## src/rtl/geo_pkg.sv

```systemverilog
// Shared types and constants for the player vertical-motion blocks.
package geo_pkg;
  typedef enum logic [1:0] {GROUNDED, RISING, FALLING, RESPAWN} jump_state_t;
  typedef logic signed [7:0] vel_t;
  localparam int unsigned SCREEN_H  = 480;
  localparam logic [7:0]  KEY_SPACE = 8'h2C;
endpackage

```

## src/rtl/frame_tick_gen.sv

```systemverilog
// Brings vsync into the Clk domain and emits a one-cycle pulse per frame.
module frame_tick_gen (
  input  logic Clk,
  input  logic Reset_n,
  input  logic frame_clk,
  output logic tick
);
  // [0],[1] synchronize; [2] holds the previous synchronized level for edge detect
  logic [2:0] sync_q;

  always_ff @(posedge Clk or negedge Reset_n) begin
    if (!Reset_n) sync_q <= '0;
    else          sync_q <= {sync_q[1:0], frame_clk};
  end

  assign tick = sync_q[1] & ~sync_q[2];
endmodule

```

## src/rtl/player_jump_ctrl.sv

```systemverilog
// Per-frame jump/gravity integrator for the player cube.
// Optional landing jump buffer enabled by defining JUMP_BUFFER_EN.
module player_jump_ctrl
  import geo_pkg::*;
#(
  parameter int         GROUND_Y       = 400,
  parameter int         CEIL_Y         = 16,
  parameter int         JUMP_V         = 12,
  parameter int         GRAVITY        = 1,
  parameter int         MAX_FALL       = 15,
  parameter int         RESPAWN_FRAMES = 30,
  parameter logic [7:0] KEY_JUMP       = 8'h1A
) (
  input  logic        Clk,
  input  logic        Reset_n,
  input  logic        frame_clk,
  input  logic [7:0]  keycode,
  input  logic        internal_reset,
  input  logic        screen,
  output logic [9:0]  player_y,
  output logic        on_ground,
  output logic        jumping,
  output logic [15:0] jump_count
);
  localparam logic signed [10:0] GND_S    = 11'(GROUND_Y);
  localparam logic signed [10:0] CEIL_S   = 11'(CEIL_Y);
  localparam logic [9:0]         GND_Y10  = 10'(GROUND_Y);
  localparam logic [9:0]         CEIL_Y10 = 10'(CEIL_Y);
  localparam logic [9:0]         LAUNCH_Y = 10'(GROUND_Y - JUMP_V);
  localparam vel_t               JUMP_VEL = vel_t'(-JUMP_V);
  localparam vel_t               GRAV_V   = vel_t'(GRAVITY);
  localparam vel_t               MAXF_V   = vel_t'(MAX_FALL);
  localparam logic [7:0]         RSP_CNT  = 8'(RESPAWN_FRAMES);
`ifdef JUMP_BUFFER_EN
  localparam logic signed [10:0] BUF_S    = 11'(GROUND_Y - 3*MAX_FALL);
  logic buf_q, buf_d;
`endif

  jump_state_t       state_q, state_d;
  logic [9:0]        y_q, y_d;
  vel_t              vel_q, vel_d, vel_up, vel_dn;
  logic [7:0]        cnt_q, cnt_d;
  logic [15:0]       jc_q, jc_d;
  logic signed [10:0] y_up, y_dn;
  logic              tick, key, launch;

  frame_tick_gen u_tick (
    .Clk       (Clk),
    .Reset_n   (Reset_n),
    .frame_clk (frame_clk),
    .tick      (tick)
  );

  assign key = (keycode == KEY_JUMP);

  always_ff @(posedge Clk or negedge Reset_n) begin
    if (!Reset_n) begin
      state_q <= GROUNDED;
      y_q     <= GND_Y10;
      vel_q   <= '0;
      cnt_q   <= '0;
      jc_q    <= '0;
`ifdef JUMP_BUFFER_EN
      buf_q   <= 1'b0;
`endif
    end else begin
      state_q <= state_d;
      y_q     <= y_d;
      vel_q   <= vel_d;
      cnt_q   <= cnt_d;
      jc_q    <= jc_d;
`ifdef JUMP_BUFFER_EN
      buf_q   <= buf_d;
`endif
    end
  end

  always_comb begin
    state_d = state_q;
    y_d     = y_q;
    vel_d   = vel_q;
    cnt_d   = cnt_q;
    jc_d    = jc_q;
    launch  = 1'b0;
`ifdef JUMP_BUFFER_EN
    buf_d   = buf_q;
`endif
    vel_up  = vel_q + GRAV_V;
    vel_dn  = (vel_up > MAXF_V) ? MAXF_V : vel_up;
    y_up    = {1'b0, y_q} + {{3{vel_up[7]}}, vel_up};
    y_dn    = {1'b0, y_q} + {{3{vel_dn[7]}}, vel_dn};

    if (internal_reset) begin
      state_d = RESPAWN;
      y_d     = GND_Y10;
      vel_d   = '0;
      cnt_d   = RSP_CNT;
`ifdef JUMP_BUFFER_EN
      buf_d   = 1'b0;
`endif
    end else if (!screen) begin
      state_d = GROUNDED;
      y_d     = GND_Y10;
      vel_d   = '0;
      cnt_d   = '0;
`ifdef JUMP_BUFFER_EN
      buf_d   = 1'b0;
`endif
    end else if (tick) begin
      case (state_q)
        GROUNDED: launch = key;
        RISING: begin
          vel_d = vel_up;
          y_d   = y_up[9:0];
          if (y_up < CEIL_S) begin
            y_d     = CEIL_Y10;
            vel_d   = '0;
            state_d = FALLING;
          end else if (!vel_up[7]) begin
            state_d = FALLING;
          end
        end
        FALLING: begin
          vel_d = vel_dn;
          y_d   = y_dn[9:0];
`ifdef JUMP_BUFFER_EN
          if (key && (y_dn >= BUF_S)) buf_d = 1'b1;
`endif
          if (y_dn >= GND_S) begin
            y_d     = GND_Y10;
            vel_d   = '0;
            state_d = GROUNDED;
`ifdef JUMP_BUFFER_EN
            launch  = buf_d;
`endif
          end
        end
        RESPAWN: begin
          y_d   = GND_Y10;
          vel_d = '0;
          // leave on the tick that drains the counter so the next tick can jump
          if (cnt_q <= 8'd1) begin
            cnt_d   = '0;
            state_d = GROUNDED;
          end else begin
            cnt_d = cnt_q - 8'd1;
          end
        end
      endcase

      if (launch) begin
        state_d = RISING;
        vel_d   = JUMP_VEL;
        y_d     = LAUNCH_Y;
        jc_d    = (jc_q == 16'hFFFF) ? jc_q : jc_q + 16'd1;
`ifdef JUMP_BUFFER_EN
        buf_d   = 1'b0;
`endif
      end
    end
  end

  assign player_y   = y_q;
  assign on_ground  = (state_q == GROUNDED) || (state_q == RESPAWN);
  assign jumping    = (state_q == RISING) || (state_q == FALLING);
  assign jump_count = jc_q;
endmodule

```

## config.mk

```make
export PLATFORM = sky130hd
export DESIGN_NAME = player_jump_ctrl
export DESIGN_NICKNAME = d
export VERILOG_FILES = /design/src/rtl/geo_pkg.sv /design/src/rtl/frame_tick_gen.sv /design/src/rtl/player_jump_ctrl.sv
export SDC_FILE = /design/constraint.sdc
export NUM_CORES = 1
export LEC_CHECK = 0
export BUFFER_PORTS_ARGS = -buffer_cell sky130_fd_sc_hd__buf_4
export CAP_MARGIN = 20
export CORE_MARGIN = 2
export CORE_UTILIZATION = 55
export DETAILED_ROUTE_END_ITERATION = 12
export GPL_TIMING_DRIVEN = 1
export PLACE_DENSITY = 0.76
export SYNTH_ARGS = -nofsm -noshare
export SYNTH_HDL_FRONTEND = slang
export SYNTH_SLANG_ARGS = --single-unit
export TNS_END_PERCENT = 30
```

## constraint.sdc

```tcl
create_clock -name Clk -period 6.1 [get_ports Clk]
set_input_delay 0 -clock Clk [delete_from_list [all_inputs] [get_ports Clk]]
set_output_delay 0 -clock Clk [all_outputs]
set_load 0.05 [all_outputs]
```

# Word level (Yosys, flattened, before mapping)
# Index checks and enable logic that the tools add are counted.
dict set report op_classes {
  addsub 5
  order_cmp 4
  n_eq_ne 11
  n_mux 33
  n_bitwise 4
  reduce_logical 7
}
# operator n
set op_table {}
lappend op_table {{$mux 8} 12}
lappend op_table {{$mux 10} 6}
lappend op_table {{$pmux 10 s3} 1}
lappend op_table {{$pmux 8 s3} 1}
lappend op_table {{$add 10x11->11} 2}
lappend op_table {{$add 16x1->16 const B} 1}
lappend op_table {{$eq 16x16->1 const B} 1}
lappend op_table {{$mux 2} 8}
lappend op_table {{$ge 11x10->1 const B} 1}
lappend op_table {{$lt 11x6->1 const B} 1}
lappend op_table {{$ne 5x5->1 const B} 2}
lappend op_table {{$reduce_and 5->1} 2}
lappend op_table {{$add 8x2->8 const B} 1}
lappend op_table {{$eq 8x5->1 const B} 1}
lappend op_table {{$gt 8x5->1 const B} 1}
lappend op_table {{$le 8x1->1 const B} 1}
lappend op_table {{$sub 8x1->8 const B} 1}
lappend op_table {{$ne 3x2->1 const B} 2}
lappend op_table {{$ne 6x2->1 const B} 1}
lappend op_table {{$ne 6x6->1 const B} 1}
lappend op_table {{$pmux 2 s3} 1}
lappend op_table {{$eq 2x2->1 const B} 2}
lappend op_table {{$mux 1} 4}
lappend op_table {{$reduce_and 2->1} 2}
lappend op_table {{5 further kinds} 8}
dict set report totals {
  reg_bits 47
  in_bits 13
  out_inout_bits 28
  elab_cells 70
}

# Logic depth before layout (Yosys ltp)
dict set report logic_depth {
  ltp_word 11
  depth_mapped 19
  ltp_nobuf 17
}

# Cells and area by module
# From an unflattened synthesis, not the netlist that was laid out.
dict set report hier_totals {
  hier_cells 458
  area_unflattened_um2 3885.0
}
# module instances cells_per_inst area_per_inst_um2 seq_area_each_um2
set by_module_without_submodules {}
lappend by_module_without_submodules {player_jump_ctrl 1 454 3796.1 1104.8}
lappend by_module_without_submodules {frame_tick_gen 1 4 88.8 75.1}

# Worst setup path before layout
# OpenSTA, ideal clock, no wires.
dict set report synth_timing {
  path_type {register -> register}
  startpoint {register vel_q[0]}
  endpoint {register vel_q[3]}
  t_arrival_ps 4421
  slack_ps 1556
  stages_incl_launch_ff 19
  period_less_slack_ps 4544
  cell_sequence {dfrtp_1 > ha_1 > nand3_1 > xor2_1 > inv_1 > o31ai_1 > nand2_1 > ha_1 > fa_1 > a211oi_2 > nor3b_1 > o311a_1 > a221o_1 > xnor2_1 > o32a_1 > o21a_2 > buf_6 > a22oi_1 > nand2_1}
}
dict set report synth_between {
  elab_chain_cells 11
  word_cells_on_any_way 14
  classes_between {add/sub: 3; order compare: 3; mux: 8}
}
# item line
set synth_rtl {}
lappend synth_rtl {{from (decl)} player_jump_ctrl.sv:41} ;# vel_t vel_q, vel_d, vel_up, vel_dn;
lappend synth_rtl {{from (signal assigned)} player_jump_ctrl.sv:69} ;# vel_q <= vel_d;
lappend synth_rtl {{$add 8x2->8 *} player_jump_ctrl.sv:88} ;# vel_up = vel_q + GRAV_V;
lappend synth_rtl {{$gt 8x5->1} player_jump_ctrl.sv:89} ;# vel_dn = (vel_up > MAXF_V) ? MAXF_V : vel_up;
lappend synth_rtl {{$mux 8} player_jump_ctrl.sv:89}
lappend synth_rtl {{$add 10x11->11} player_jump_ctrl.sv:91} ;# y_dn = {1'b0, y_q} + {{3{vel_dn[7]}}, vel_dn};
lappend synth_rtl {{$ge 11x10->1} player_jump_ctrl.sv:129} ;# if (y_dn >= GND_S) begin
lappend synth_rtl {{$mux 8} player_jump_ctrl.sv:129}
lappend synth_rtl {{$pmux 8 s3 *} player_jump_ctrl.sv:110} ;# case (state_q)
lappend synth_rtl {{$mux 8 *} player_jump_ctrl.sv:151} ;# if (launch) begin
lappend synth_rtl {{$mux 8 *} player_jump_ctrl.sv:109} ;# end else if (tick) begin
lappend synth_rtl {{$mux 8 *} player_jump_ctrl.sv:101} ;# end else if (!screen) begin
lappend synth_rtl {{$mux 8 *} player_jump_ctrl.sv:93} ;# if (internal_reset) begin
# Mark *: on every way between the ends. The rest lies on a longest branch, timed or not. The select of a mux whose other input is x is not followed.
# A chain may end at the register's enable or synchronous reset.

# Final worst setup path
dict set report layout_timing {
  startpoint {register vel_q[0]}
  endpoint {register vel_q[5]}
}
# Same word-level chain as after synthesis.

==> results.py <==
metrics = {
    "synth": {
        "synth_top_area_share_pct": 29.68,
        "syn_inst": 431,
        "ys_ff_latch": 47,
        "synth_nets": 474,
        "async_flop_share_pct": 100.0,
        "ys_warn_count": 0,
        "synth_area_sq_um": 3710,
        "synth_area_leaders": "dfrtp_1 30%, ha_1 9.4%, nand2_1 4.4%",
        "synth_seq_area_share_pct": 31.80,
        "ys_types": 66,
        "synth_top_area_cell": "dfrtp_1",
        "synth_ff_type": "dfrtp_1",
        "synth_edf_count": 0,
        "syn_avg_cell_area_sq_um": 8.607,
    },
    "floorplan": {
        "die_w_um": 86.13,
        "initial_utilization_pct": 57.76,
        "num_rows": 29,
        "io_pins": 41,
        "die-area_sq_um": 7418,
        "die-height_um": 86.13,
        "core_area_sq_um": 6422,
    },
    "timing": {
        "worst_hold_slack_ns": 0.03074,
        "final.setup.tns_ns": 0,
        "min_period_ns": 4.874,
        "max-slew-margin-rel_pct": 33.41,
        "setup_viol": 0,
        "clock.fmax_mhz": 205.2,
        "rsz0062_at_grt": "false",
        "hold_viol": 0,
        "finalCritPeriodShare_pct": 79.91,
        "drv_slew": 0,
        "tightest_slew_ns": 0.9989,
        "setup_ws_ns": 1.226,
        "finClkSkew_ns": 0.009155,
    },
    "detailed_routing": {
        "first_pass_iters": 5,
        "vias_per_cell": 6.175,
        "drtAntennaViolNets": 0,
        "wl_per_cell_um": 15.90,
        "drt_wl_total_um": 8714,
        "first_iter_violations": 253,
        "via_count": 3384,
        "drcViolationCount": 0,
    },
    "place": {
        "place_congestion": 0.9005,
        "io_buffer_count": 40,
        "dp_cells": 538,
        "dpl_worst_slack_ns": 1.309,
        "dp_hpwl_um": 6513,
    },
    "clock_network": {
        "cts_max_path_buffers": 2,
        "cts-root-buf": "clkbuf_8",
        "clk_pin_slew_ns": 0.09,
        "cts.sinks": 47,
        "cts_resized": 0,
        "cts_made_buffers": 5,
        "insertion_delay_ns": 0.30,
        "tritoncts": "done",
        "cts-htree-levels": 2,
    },
    "critical_path": {
        "crit_type": "register to register",
        "worst_ep_arrival_time_ns": 5.04,
        "cp.required_ns": 6.26,
        "critical_path.startpoint_type": "register",
        "end_kind": "register",
        "crit_fanout": 14,
    },
    "global_route": {
        "overflow": 0,
        "first_global_vias": 3163,
        "antenna_found_initial": 0,
        "grt_pass1_wl_um": 14640,
        "grt_usage_pct": 24.30,
        "grt_max_degree": 48,
    },
    "power": {
        "internal_power_uw": 430.3,
        "p_seq_share_pct": 54.3,
        "vdd_drop_max_v": 0.0001185,
        "power_density_nw_per_um2": 143.9,
        "switching_share_pct": 28.33,
        "p_leak_nw": 1.967,
        "power.switching_uw": 170.1,
        "total_power_uw": 600.5,
        "combPwrFrac_pct": 15.0,
        "power.clock.fraction_pct": 30.7,
    },
    "cells_and_area": {
        "drive_gt1_share_pct": 15.07,
        "layout_common_cells": "44 x dfrtp_1, 43 x nand2_1, 42 x buf_4",
        "final_cells": 548,
        "area_delta_synth_final_pct": 12.48,
        "final_nets": 513,
        "mostFrequentLayoutCell": "dfrtp_1",
        "antennaDiodeCount": 0,
    },
    "status": {
        "status": "finished clean",
    },
    "run": {
        "cap_violations": 0,
    },
    "hold_path": {
        "min_path_type": "input port to register",
    },
}
==> power by group through the flow <==
| stage | Clock [mW] | Sequential, mW | Combinational (mW) |
|---|---|---|---|
| floorplan | 0 | 0.332 | 0.0582 |
| global route | 0.200 | 0.327 | 0.101 |
| finish | 0.184 | 0.326 | 0.0901 |
| detailed placement | 0 | 0.332 | 0.0884 |
| CTS | 0.189 | 0.326 | 0.0898 |
| global placement | 0 | 0.332 | 0.0873 |
==> per-layer routing <==
metal | track usage (%) | vias to the layer above | share of wire (%)
met5 | 0 | - | 0
li1 | - | 1654 | -
met4 | 6.926 | 0 | 1.2
met1 | 33.86 | 1628 | 46
met3 | 2.791 | 11 | 3.8
met2 | 39.96 | 91 | 49
==> layout make-up <==
class	count	area (sq um)
clock inverter	2	12.51
multi-input combinational	351	2397
timing repair buffer	44	335.3
sequential	47	1180
tap	77	96.34
inverter	21	78.83
fill	551	2250
clock buffer	6	72.57
==> logic make-up (layout without fill, tap and decap cells) <==
| kind of cell | after synthesis | after routing | synth area share, % |
|---|---|---|---|
| AO/OA/AOI/OAI | 119 | 119 | 22.77 |
| XOR/XNOR | 33 | 33 | 7.791 |
| adder cells (fa/ha/maj) | 31 | 31 | 10.79 |
| buffers and inverters | 33 | 73 | 3.575 |
| flip-flops | 47 | 47 | 31.80 |
| multiplexers | 4 | 4 | 1.113 |
| AND/OR/NAND/NOR | 164 | 164 | 22.16 |
==> metrics by stage <==
step | utilization [%] | cell area, sq um
5_1_grt | 64.97 | 4173
3_5_place_dp | 63.34 | 4068
6_report | 64.97 | 4173
4_1_cts | 64.97 | 4173
3_3_place_gp | 63.34 | 4068
2_1_floorplan | - | 3710
==> path summary, 6_finish.rpt <==
kind | startpoint | end | slack [ns] | depth (start not counted)
worst max-delay path | vel_q[0]$_DFFE_PN0P_ | vel_q[5]$_DFFE_PN0P_ | 1.23 | 18
worst min-delay path | screen | state_q[0]$_DFFE_PN0P_ | 0.03 | 3
worst max register to register | vel_q[0]$_DFFE_PN0P_ | vel_q[5]$_DFFE_PN0P_ | 1.23 | 18
worst min register to register | u_tick.sync_q[0]$_DFF_PN0_ | u_tick.sync_q[1]$_DFF_PN0_ | 0.36 | 0
max in group asynchronous | Reset_n | jump_count[11]$_DFFE_PN0P_ | 5.47 | 2
min in group asynchronous | Reset_n | jump_count[6]$_DFFE_PN0P_ | 0.24 | 2
==> what timing repair did <==
item                                   4_1_cts  5_1_grt
hold buffers                                 2        0
buffers inserted                             0        0
endpoints found under the hold margin       45        0
==> Yosys cell counts, drive strengths merged, types with 5 or more instances <==
master  instances
dfrtp          44
nand2          43
nor2           35
a21oi          30
ha             28
o21ai          25
inv            21
xnor2          18
nor3           17
nand3          15
xor2           15
clkbuf         10
nor2b           9
o21a            8
nand2b          7
nand4           7
o211ai          7
a31oi           6
or2             6
and3            5
nor3b           5
o31ai           5
==> worst max-delay path, cell delays in order (launching register included) <==
cell and delay (ns):
dfrtp_1 0.45, ha_1 0.30, nand3_1 0.12, xor2_1 0.24, inv_1 0.10, o31ai_1 0.25
buf_4 0.19, nand2_1 0.08, ha_1 0.24, fa_1 0.44, a211oi_2 0.31, nor3b_1 0.12
o311a_1 0.33, a221o_1 0.32, xnor2_1 0.14, o32a_1 0.35, o21a_2 0.32, a21oi_1 0.32
o31ai_1 0.12
==> state kept, by name, summed over array words and instances (netlist names) <==
name and flops:
cnt_q 8, u_tick.sync_q 3, jump_count 16, vel_q 8, state_q 2, player_y 10
No activity file was read; power rests on OpenSTA's default activity.
